<file path="config.mk">
export PLATFORM = sky130hd
export DESIGN_NAME = command_frame_builder
export DESIGN_NICKNAME = d
export VERILOG_FILES = /design/src/rtl/command_frame_pkg.sv /design/src/rtl/command_frame_builder.sv
export SDC_FILE = /design/constraint.sdc
export NUM_CORES = 1
export LEC_CHECK = 0
export CAP_MARGIN = 15
export CORE_MARGIN = 2
export CORE_UTILIZATION = 50
export DETAILED_ROUTE_END_ITERATION = 10
export HOLD_SLACK_MARGIN = 0.1
export PLACE_DENSITY = 0.77
export SYNTH_ARGS = -nofsm -noshare
export SYNTH_HDL_FRONTEND = slang
export SYNTH_SLANG_ARGS = --single-unit
</file>
<file path="constraint.sdc">
create_clock -name clk -period 2.35 [get_ports clk]
set_input_delay 0.47 -clock clk [delete_from_list [all_inputs] [get_ports clk]]
set_output_delay 0.47 -clock clk [all_outputs]
set_load 0.02 [all_outputs]
</file>
<file path="src/rtl/command_frame_pkg.sv">
// Shared opcodes, command/state encodings and frame-layout helpers for command_frame_builder.
package command_frame_pkg;

  localparam logic [7:0] OPCODE_WRITE          = 8'hAA;
  localparam logic [7:0] OPCODE_READ           = 8'hBB;
  localparam logic [7:0] OPCODE_ALU_OPERAND    = 8'hCC;
  localparam logic [7:0] OPCODE_ALU_NO_OPERAND = 8'hDD;

  typedef enum logic [1:0] {
    CMD_WRITE          = 2'd0,
    CMD_READ           = 2'd1,
    CMD_ALU_OPERAND    = 2'd2,
    CMD_ALU_NO_OPERAND = 2'd3
  } command_type_t;

  typedef enum logic [1:0] {
    IDLE = 2'd0,
    SEND = 2'd1,
    GAP  = 2'd2
  } state_t;

  function automatic logic [2:0] frame_length(input command_type_t cmd_type);
    case (cmd_type)
      CMD_WRITE:       frame_length = 3'd3;
      CMD_READ:        frame_length = 3'd2;
      CMD_ALU_OPERAND: frame_length = 3'd4;
      default:         frame_length = 3'd2;
    endcase
  endfunction

  function automatic logic [7:0] opcode_of(input command_type_t cmd_type);
    case (cmd_type)
      CMD_WRITE:       opcode_of = OPCODE_WRITE;
      CMD_READ:        opcode_of = OPCODE_READ;
      CMD_ALU_OPERAND: opcode_of = OPCODE_ALU_OPERAND;
      default:         opcode_of = OPCODE_ALU_NO_OPERAND;
    endcase
  endfunction

  // Byte at position idx of a frame; positions past the frame length read as zero.
  function automatic logic [7:0] frame_byte(
    input command_type_t cmd_type,
    input logic [1:0]    idx,
    input logic [7:0]    address,
    input logic [7:0]    write_data,
    input logic [7:0]    operand_a,
    input logic [7:0]    operand_b,
    input logic [7:0]    alu_function
  );
    frame_byte = 8'h00;
    case (idx)
      2'd0: frame_byte = opcode_of(cmd_type);
      2'd1: begin
        case (cmd_type)
          CMD_WRITE, CMD_READ: frame_byte = address;
          CMD_ALU_OPERAND:     frame_byte = operand_a;
          default:             frame_byte = alu_function;
        endcase
      end
      2'd2: begin
        if (cmd_type == CMD_WRITE)            frame_byte = write_data;
        else if (cmd_type == CMD_ALU_OPERAND) frame_byte = operand_b;
      end
      default: begin
        if (cmd_type == CMD_ALU_OPERAND) frame_byte = alu_function;
      end
    endcase
  endfunction

endpackage

</file>
<file path="src/rtl/command_frame_builder.sv">
// Turns one latched host command into an opcode-led byte frame over a valid/ready stream.
// Optional inter-frame idle gap is built when CMD_FRAME_GAP_EN is defined.
module command_frame_builder
  import command_frame_pkg::*;
#(
  parameter int DATA_WIDTH          = 8,
  parameter int REGISTER_FILE_DEPTH = 16
`ifdef CMD_FRAME_GAP_EN
  ,
  parameter int GAP_CYCLES          = 4
`endif
) (
  input  logic                                   clk,
  input  logic                                   reset,
  input  logic                                   command_valid,
  output logic                                   command_ready,
  input  logic [1:0]                             command_type,
  input  logic [$clog2(REGISTER_FILE_DEPTH)-1:0] command_address,
  input  logic [DATA_WIDTH-1:0]                  command_write_data,
  input  logic [DATA_WIDTH-1:0]                  command_operand_A,
  input  logic [DATA_WIDTH-1:0]                  command_operand_B,
  input  logic [3:0]                             command_ALU_function,
  output logic                                   byte_valid,
  input  logic                                   byte_ready,
  output logic [DATA_WIDTH-1:0]                  byte_data,
  output logic                                   frame_busy,
  output logic [7:0]                             frame_count
);

  localparam int ADDR_WIDTH = $clog2(REGISTER_FILE_DEPTH);

  state_t                  state_reg;
  logic [1:0]              byte_index_reg;
  command_type_t           type_reg;
  logic [ADDR_WIDTH-1:0]   address_reg;
  logic [DATA_WIDTH-1:0]   write_data_reg;
  logic [DATA_WIDTH-1:0]   operand_a_reg;
  logic [DATA_WIDTH-1:0]   operand_b_reg;
  logic [3:0]              alu_function_reg;
  logic                    command_ready_reg;
  logic                    byte_valid_reg;
  logic [DATA_WIDTH-1:0]   byte_data_reg;
  logic                    frame_busy_reg;
  logic [7:0]              frame_count_reg;
`ifdef CMD_FRAME_GAP_EN
  localparam logic [7:0] GAP_LOAD = 8'(GAP_CYCLES - 1);
  logic [7:0]              gap_count_reg;
`endif

  logic                    accept;
  logic                    transfer;
  logic                    last_byte;
  logic [DATA_WIDTH-1:0]   frame_bytes [4];

  assign accept    = command_valid && command_ready_reg;
  assign transfer  = byte_valid_reg && byte_ready;
  assign last_byte = ({1'b0, byte_index_reg} + 3'd1) == frame_length(type_reg);

  // Every byte of the in-flight frame is precomputed from the latched command.
  genvar gi;
  generate
    for (gi = 0; gi < 4; gi++) begin : g_frame_byte
      assign frame_bytes[gi] = frame_byte(type_reg, 2'(gi), 8'(address_reg),
                                          write_data_reg, operand_a_reg, operand_b_reg,
                                          {4'h0, alu_function_reg});
    end
  endgenerate

  always_ff @(posedge clk) begin
    if (reset) begin
      state_reg         <= IDLE;
      byte_index_reg    <= 2'd0;
      type_reg          <= CMD_WRITE;
      address_reg       <= '0;
      write_data_reg    <= '0;
      operand_a_reg     <= '0;
      operand_b_reg     <= '0;
      alu_function_reg  <= 4'h0;
      command_ready_reg <= 1'b0;
      byte_valid_reg    <= 1'b0;
      byte_data_reg     <= '0;
      frame_busy_reg    <= 1'b0;
      frame_count_reg   <= 8'h00;
`ifdef CMD_FRAME_GAP_EN
      gap_count_reg     <= 8'h00;
`endif
    end else begin
      case (state_reg)
        IDLE: begin
          if (accept) begin
            type_reg          <= command_type_t'(command_type);
            address_reg       <= command_address;
            write_data_reg    <= command_write_data;
            operand_a_reg     <= command_operand_A;
            operand_b_reg     <= command_operand_B;
            alu_function_reg  <= command_ALU_function;
            state_reg         <= SEND;
            byte_index_reg    <= 2'd0;
            byte_valid_reg    <= 1'b1;
            byte_data_reg     <= opcode_of(command_type_t'(command_type));
            frame_busy_reg    <= 1'b1;
            command_ready_reg <= 1'b0;
          end else begin
            command_ready_reg <= 1'b1;
          end
        end

        SEND: begin
          if (transfer) begin
            if (last_byte) begin
              frame_count_reg <= frame_count_reg + 8'd1;
              byte_valid_reg  <= 1'b0;
              byte_data_reg   <= '0;
              byte_index_reg  <= 2'd0;
`ifdef CMD_FRAME_GAP_EN
              state_reg       <= GAP;
              gap_count_reg   <= GAP_LOAD;
`else
              state_reg         <= IDLE;
              command_ready_reg <= 1'b1;
              frame_busy_reg    <= 1'b0;
`endif
            end else begin
              byte_index_reg <= byte_index_reg + 2'd1;
              byte_data_reg  <= frame_bytes[byte_index_reg + 2'd1];
            end
          end
        end

`ifdef CMD_FRAME_GAP_EN
        GAP: begin
          // The cycle that sees zero is the last gap cycle.
          if (gap_count_reg == 8'h00) begin
            state_reg         <= IDLE;
            command_ready_reg <= 1'b1;
            frame_busy_reg    <= 1'b0;
          end else begin
            gap_count_reg <= gap_count_reg - 8'd1;
          end
        end
`endif

        default: begin
          state_reg         <= IDLE;
          byte_valid_reg    <= 1'b0;
          frame_busy_reg    <= 1'b0;
          command_ready_reg <= 1'b0;
        end
      endcase
    end
  end

  assign command_ready = command_ready_reg;
  assign byte_valid    = byte_valid_reg;
  assign byte_data     = byte_data_reg;
  assign frame_busy    = frame_busy_reg;
  assign frame_count   = frame_count_reg;

endmodule
</file>
* Word level (Yosys, flattened, before mapping)
Cells that the tools add are included.
W data, S select, Z words.
** Storage, ports and cells
- Flip-flop bits (word level) :: 56
- Output and inout bits :: 19
- Word-level logic and storage cells :: 68
** Cells by class
- Add/subtract/negate cells :: 3
- $lt $le $gt $ge :: 1
- Equal/unequal tests :: 9
- Mux-type cells :: 30
- Bitwise gates (word level) :: 1
- Reduce and logical (&&, ||, !) cells :: 12
** Operators by type and width (number)
- $mux W8 :: 7
- $pmux W7 S3 :: 2
- $pmux W8 S2 :: 2
- $bmux W8 S2 :: 1
- $mux W2 :: 6
- $reduce_and A3 Y1 :: 3
- $add A8 B1 Y8 const B :: 1
- $pmux W2 S2 :: 2
- $eq A2 B1 Y1 const B :: 3
- $logic_not A2 Y1 :: 3
- $mux W1 :: 6
- $ne A2 B2 Y1 const B :: 3
- $pmux W3 S2 :: 1
- $eq A2 B2 Y1 const B :: 2
- $mux W4 :: 1
- $pmux W1 S2 :: 2
- $reduce_and A2 Y1 :: 2
- $add A2 B1 Y3 const B :: 1
- $eq A3 B3 Y1 :: 1
- $ge A3 B3 Y1 const B :: 1
- $not A2 Y3 :: 1
- $add A2 B1 Y2 const B :: 1
- $logic_and A1 B1 Y1 :: 2
- $reduce_bool A2 Y1 :: 1
- $reduce_or A2 Y1 :: 1

* Logic depth before layout (Yosys ltp)
Gate-level depths: netlist of the first run.
- Depth after elaboration :: 9
- Gate-level depth with buffers :: 7

* Worst setup path before layout of the first run
No wires, ideal clock.
- Kind :: flip-flop to flip-flop
- Start point :: register byte_index_reg[0]
- End point :: register frame_count_reg[7] (netlist: frame_count[7])
- Library setup time :: 0.070 ns
- Data arrival time :: 2.014 ns
- Required time :: 2.280 ns
- Setup slack :: 0.265 ns
- Stages on the path, launching flop included :: 7
- Period minus slack after synthesis :: 2.085 ns
- Cells stage by stage :: dfxtp_1 ha_1 or4b_4 a21oi_4 o2111ai_2 or3_1 a21oi_1
** Between the ends
- Longest elaborated chain between the ends :: 3
** Ends and longest elaborated chain
- start: declaration :: RTL line command_frame_builder.sv:33 : logic [1:0] byte_index_reg;
- start signal: assignment :: RTL line command_frame_builder.sv:124 : byte_index_reg <= byte_index_reg + 2'd1;
- $add A2 B1 Y3 :: RTL line command_frame_builder.sv:57 : assign last_byte = ({1'b0, byte_index_reg} + 3'd1) == frame_length(type_reg);
- $eq A3 B3 Y1 :: RTL line command_frame_builder.sv:57
- $reduce_and A3 Y1 (no source line)
- end signal: assignment :: RTL line command_frame_builder.sv:111 : frame_count_reg <= frame_count_reg + 8'd1;
- end: declaration :: RTL line command_frame_builder.sv:44 : logic [7:0] frame_count_reg;
No other way between the ends.
A chain may end at the register's enable or synchronous reset.

* Worst setup path in the final report of the first run
Ends and elaborated chain as after synthesis.

==> flow_summary_export.csv, run 1 <==
group,metric,value,unit
clock_network,post_cts_buffers,0,
die,num_rows,25,
sta,finalCritPeriodShare,90.0,%
synthesis,synthTopCellsByArea,"dfxtp_1 44%, nand2_1 11%, a21oi_1 9.4%",
critical_path,worstSetupPathType,"flop to flop",
power_and_ir_drop,p_clk_share,26.5,%
drt,routed.top_layer,"met4",
critical_path,cp_slowest_stage_delay,480,ps
placed_design,gp_congestion,0.913,
sta,skew,10.7,ps
clock_network,htreeDepth,2,
clock_network,cts_buffers,5,
clock_network,cts_resized,0,
synthesis,yosysTopAreaCellShare,43.9,%
synthesis,synth_warnings,0,
critical_path,worstRegToRegCells,6,
sta,slew_headroom,68.2,%
die,io_pins,57,
die,start_util,52.1,%
drt,wl_met3,235,um
power_and_ir_drop,power_frac_comb,18.3,%
synthesis,avgSynthCellArea,7.91,um2
outcome,run_status,"completed",
drt,detail-route-antenna-nets,0,
power_and_ir_drop,switchingPower,478,uW
critical_path,startpoint_type,"flop",
hold_path,min_path_type,"flop to flop",
clock_network,cts_buffer_depth,2,
job,maxCapViolCount,0,
finish,num_antenna_cells,0,
sta,slew_viol_final,0,
die,die_area,5500,um2
synthesis,syn-instance-count,311,
global_routing,grt_pass1_wl,9.49,mm
critical_path,path_cells,"ha_1, or4b_4, a21oi_4, o2111ai_2, or3_1, a21oi_1",
finish,fillers,438,
sta,worst_pin_slew,475,ps
sta,setup_slack,235,ps
placed_design,dp_hpwl,4.12,mm
synthesis,synthFlopType,"dfxtp_1",
critical_path,required,2580,ps
die,coreArea,4720,um2
clock_network,cts_hold_buf,0,
synthesis,synth_edf_count,0,
drt,met2WireLength,2.73,mm
power_and_ir_drop,p_leak,0.00109,uW
clock_network,clk_latency,300,ps
global_routing,overflow,0,
drt,wl_met1,2.59,mm
sta,hold_viol,0,
clock_network,clk_root_buffer_cell,"clkbuf_8",
synthesis,yosysUniqueCellTypes,46,
power_and_ir_drop,ir_worst_vdd,0.353,mV
sta,rsz0062_at_grt,"false",
finish,layout.nets,399,
critical_path,crit_path_top_delay_cell,"or4b_4",
synthesis,synth.cell_area,2460,um2
drt,first_pass_iters,4,
placed_design,dp_slack,253,ps
drt,via_per_inst,5.35,
drt,drc,0,
critical_path,crit_path_end_kind,"flop",
global_routing,grt_max_degree,37,
drt,dr_total_vias,2279,
finish,syn2layout_area_growth,28.4,%
power_and_ir_drop,p_seq_share,55.2,%
sta,max_freq,473,MHz
synthesis,async_flop_share,0,%
finish,drive_above_1_share,6.41,%
synthesis,syn-num-nets,351,
clock_network,cts.reportedPaths.clkPinSlew,90,ps
power_and_ir_drop,intPower,1330,uW
clock_network,cts_sinks,54,
sta,min_period,2120,ps
synthesis,ys_ff_latch,54,
power_and_ir_drop,total_power,1800,uW
power_and_ir_drop,powerDensity,571,nW/um2
global_routing,antenna_found_initial,0,
drt,wl_per_cell,13.2,um
sta,setup_viol,0,
sta,tns,0,ps
global_routing,grt_pass1_vias,2099,
drt,drt_iter0_drc,118,
die,die_w,74.2,um
hold_path,min_path_cells,2,
die,die_h,74.2,um
synthesis,synth_top_area_cell,"dfxtp_1",
critical_path,worst_ep_arrival_time,2350,ps
power_and_ir_drop,p_sw_share,26.5,%
placed_design,numPortBuffers,56,
clock_network,cts_tree,"built",
drt,route.final.wire_length,5.61,mm
synthesis,yosysSeqAreaShare,43.9,%
global_routing,grt_use_total,22.0,%
critical_path,critPathMaxFanout,9,
==> through the flow <==
| step | hold slack (ps) | cell area [um2] | utilization [%] | std cells |
|---|---|---|---|---|
| global route | 482 | 3160 | 66.9 | 426 |
| global placement | 443 | 3080 | 65.2 | 419 |
| floorplan | 431 | 2460 | - | 311 |
| CTS | 460 | 3160 | 66.9 | 426 |
| detailed placement | 448 | 3080 | 65.2 | 419 |
| finish | 458 | 3160 | 66.9 | 426 |
==> area by class of cell <==
type / instances / area (um2) / share of cell area (%)
inverter: 5 / 18.8 / 0.594
tap: 67 / 83.8 / 2.65
sequential: 54 / 1080 / 34.2
clock buffer: 5 / 68.8 / 2.18
multi-input combinational: 228 / 1260 / 39.8
clock inverter: 2 / 10.0 / 0.317
timing repair buffer: 65 / 641 / 20.3
==> power groups by stage <==
stage,logic [uW],clock network (uW),registers (uW)
2_1_floorplan,168,0,1030
3_3_place_gp,325,0,1020
3_5_place_dp,329,0,1020
4_1_cts,330,491,997
5_1_grt,363,525,1000
6_report,330,477,997
==> worst max-delay path: cells and delay by family (launching register included) <==
kind	cells	cell delay [ps]
AND/OR/NAND/NOR	2	850
adder cells (fa/ha/maj)	1	290
flip-flops	1	320
AO/OA/AOI/OAI	3	580
==> cell usage after synthesis, types with 3 or more instances <==
cell / n
mux2_2: 3
clkbuf_1: 17
and2_1: 3
dfxtp_1: 54
mux2i_1: 10
nand3_1: 5
nor2_1: 19
a211oi_1: 3
inv_1: 5
nor3_1: 4
or3_1: 5
o21ai_0: 10
a31oi_1: 5
o211ai_1: 3
nand2b_1: 3
nand2_1: 75
xor2_1: 4
a21oi_1: 46
==> kinds of logic (layout without fill, tap and decap cells) <==
group,count (synthesis),in the layout,synth area share [%]
compound gates,83,83,20.4
fa+ha+maj,2,2,1.02
simple gates,126,126,22.8
buf+inv,29,77,5.03
flops,54,54,43.9
xor+xnor,4,4,1.42
mux,13,13,5.44
==> final timing paths <==
path	start	to	slack [ps]
min reg2reg	operand_b_reg[4]$_SDFFE_PP0P_	operand_b_reg[4]$_SDFFE_PP0P_	460
max reg2reg	byte_index_reg[0]$_SDFFE_PP0P_	frame_count[7]$_SDFFE_PP0P_	230
min	operand_b_reg[4]$_SDFFE_PP0P_	operand_b_reg[4]$_SDFFE_PP0P_	460
max	byte_index_reg[0]$_SDFFE_PP0P_	frame_count[7]$_SDFFE_PP0P_	230
==> placed cells by master, fill, tap and decap left out, types with 4 or more instances in the layout <==
cell type         n
clkdlybuf4s50_1  56
or3_1             5
a21oi_1          46
nor3_1            4
a31oi_1           5
nor2_1           19
nand2_1          75
buf_4             8
xor2_1            4
clkbuf_8          5
mux2i_1          10
o21ai_0          10
inv_1             5
nand3_1           5
dfxtp_1          54
==> layer usage <==
metal  GRT usage [%]  vias to the layer above
li1                -                     1168
met1            28.6                     1046
met2            36.7                       59
met3            4.74                        6
met4            6.67                        0
met5               0                        -
Note: power is estimated with default switching activity, not from simulation.
==> run 2: changes to the inputs <==
--- a/config.mk
+++ b/config.mk
@@ -6,11 +6,13 @@
 export NUM_CORES = 1
 export LEC_CHECK = 0
 export CAP_MARGIN = 15
+export CELL_PAD_IN_SITES_DETAIL_PLACEMENT = 1
+export CELL_PAD_IN_SITES_GLOBAL_PLACEMENT = 1
 export CORE_MARGIN = 2
-export CORE_UTILIZATION = 50
+export CORE_UTILIZATION = 36
 export DETAILED_ROUTE_END_ITERATION = 10
 export HOLD_SLACK_MARGIN = 0.1
-export PLACE_DENSITY = 0.77
+export PLACE_DENSITY = 0.76
 export SYNTH_ARGS = -nofsm -noshare
 export SYNTH_HDL_FRONTEND = slang
 export SYNTH_SLANG_ARGS = --single-unit
==> flow_summary_export.csv, run 2 (same netlist as run 1, synthesis figures left out) <==
group,metric,value,unit
outcome,run_status,"completed",
critical_path,r2r_setup_slack,230,ps
sta,hold_viol,0,
die,io_pins,57,
drt,met2WireLength,3.04,mm
clock_network,cts_sinks,54,
critical_path,cp-endpoint,"frame_count[7]$_SDFFE_PP0P_",
sta,setup_slack,230,ps
placed_design,gp_congestion,0.782,
drt,first_pass_iters,4,
global_routing,grt_pass1_wl,11.0,mm
finish,fin_area,3190,um2
sta,hold_ws,462,ps
sta,rsz0062_at_grt,"false",
sta,slew_viol_final,0,
critical_path,startpoint_type,"flop",
placed_design,dp_hpwl,4.87,mm
clock_network,cts_buffer_depth,2,
die,die_h,86.7,um
drt,drt_iter0_drc,137,
finish,layout_commonest_cell,"nand2_1",
finish,final_cell_mix,"75 x nand2_1, 55 x clkdlybuf4s50_1, 54 x dfxtp_1",
sta,skew,7.39,ps
global_routing,grt_pass1_vias,2337,
sta,tns,0,ps
sta,min_period,2120,ps
critical_path,worst_ep_arrival_time,2360,ps
clock_network,clk_latency,300,ps
drt,wl_met3,222,um
drt,wl_met1,3.09,mm
sta,setup_viol,0,
finish,drive_above_1_share,7.18,%
global_routing,antenna_found_initial,0,
clock_network,cts_resized,0,
power_and_ir_drop,total_power,1860,uW
power_and_ir_drop,p_sw_share,26.6,%
drt,wl_per_cell,14.7,um
placed_design,placed_area,3090,um2
power_and_ir_drop,p_seq_share,53.7,%
drt,routed.top_layer,"met4",
finish,syn2layout_area_growth,29.4,%
critical_path,crit_path_start,"byte_index_reg[1]$_SDFFE_PP0P_",
power_and_ir_drop,power_frac_comb,18.1,%
drt,drc,0,
power_and_ir_drop,p_clk_share,28.2,%
sta,finalCritPeriodShare,90.2,%
clock_network,clk_root_buffer_cell,"clkbuf_8",
power_and_ir_drop,switchingPower,494,uW
sta,max_freq,472,MHz
clock_network,cts_tree,"built",
placed_design,numPortBuffers,56,
drt,dr_total_vias,2300,
drt,route.final.wire_length,6.48,mm
die,num_rows,30,
critical_path,crit_path_top_delay_cell,"or4b_4",
clock_network,htreeDepth,2,
job,maxCapViolCount,0,
critical_path,critPathMaxFanout,9,
critical_path,crit_path_end_kind,"flop",
die,start_util,36.6,%
critical_path,required,2590,ps
power_and_ir_drop,ir_worst_vdd,0.195,mV
critical_path,worstRegToRegCells,6,
finish,layout.nets,401,
global_routing,overflow,0,
critical_path,r2r-start,"byte_index_reg[1]$_SDFFE_PP0P_",
clock_network,cts_hold_buf,0,
clock_network,cts_buffers,5,
power_and_ir_drop,intPower,1360,uW
critical_path,cp_slowest_stage_delay,480,ps
drt,detail-route-antenna-nets,0,
sta,slew_headroom,69.7,%
sta,worst_pin_slew,455,ps
clock_network,cts.reportedPaths.clkPinSlew,90,ps
critical_path,regToRegEndpoint,"frame_count[7]$_SDFFE_PP0P_",
die,die_area,7510,um2
power_and_ir_drop,p_leak,0.00110,uW
placed_design,dp_slack,250,ps
die,die_w,86.7,um
hold_path,min_path_type,"flop to flop",
global_routing,grt_max_degree,25,
clock_network,post_cts_buffers,0,
critical_path,worstSetupPathType,"flop to flop",
die,coreArea,6720,um2
critical_path,path_cells,"ha_1, or4b_4, a21oi_4, o2111ai_2, or3_1, a21oi_1",
power_and_ir_drop,powerDensity,582,nW/um2
drt,via_per_inst,5.20,
global_routing,grt_use_total,18.4,%
finish,num_antenna_cells,0,
run 2: power groups by stage:
| stage | clock network, uW | logic [uW] | registers [uW] |
|---|---|---|---|
| 6_report | 524 | 336 | 996 |
| 5_1_grt | 579 | 372 | 1000 |
| 4_1_cts | 549 | 338 | 997 |
| 3_5_place_dp | 0 | 336 | 1020 |
| 3_3_place_gp | 0 | 330 | 1020 |
| 2_1_floorplan | 0 | 168 | 1030 |
run 2: final cells by class:
class	instances	area [um2]
clock inverters	1	5.00
clock buffers	7	86.3
fillers	825	3530
flip-flops and latches	54	1080
repair buffers	67	638
inverters	5	18.8
multi-input cells	228	1260
well taps	80	100
run 2: worst min-delay path by stage:
| stage | from | slack [ps] | cells after the start | endpoint |
|---|---|---|---|---|
| after floorplan | address_reg[3]$_SDFFE_PP0P_ | 430 | 2 | address_reg[3]$_SDFFE_PP0P_ |
| after global placement | write_data_reg[5]$_SDFFE_PP0P_ | 440 | 2 | write_data_reg[5]$_SDFFE_PP0P_ |
| after detailed placement | operand_b_reg[3]$_SDFFE_PP0P_ | 450 | 2 | operand_b_reg[3]$_SDFFE_PP0P_ |
| after CTS | operand_b_reg[3]$_SDFFE_PP0P_ | 470 | 2 | operand_b_reg[3]$_SDFFE_PP0P_ |
| after global routing | operand_b_reg[2]$_SDFFE_PP0P_ | 490 | 2 | operand_b_reg[2]$_SDFFE_PP0P_ |
| final | operand_b_reg[7]$_SDFFE_PP0P_ | 460 | 2 | operand_b_reg[7]$_SDFFE_PP0P_ |
run 2: critical path: cells and delay by family (launching register included):
| family | cells | cell delay (ps) |
|---|---|---|
| flip-flops | 1 | 320 |
| AND/OR/NAND/NOR | 2 | 860 |
| AO/OA/AOI/OAI | 3 | 580 |
| adder cells (fa/ha/maj) | 1 | 290 |
run 2: metal layers:
layer  vias up  global-route usage, %
li1       1177                      -
met1      1067                   23.9
met2        47                   30.6
met3         9                   3.14
met4         0                   6.82
met5         -                      0
run 2: through the flow:
stage | cells | util (%)
finish | 442 | 47.4
global placement | 434 | 46.1
global route | 442 | 47.4
floorplan | 311 | -
detailed placement | 434 | 46.1
CTS | 442 | 47.4
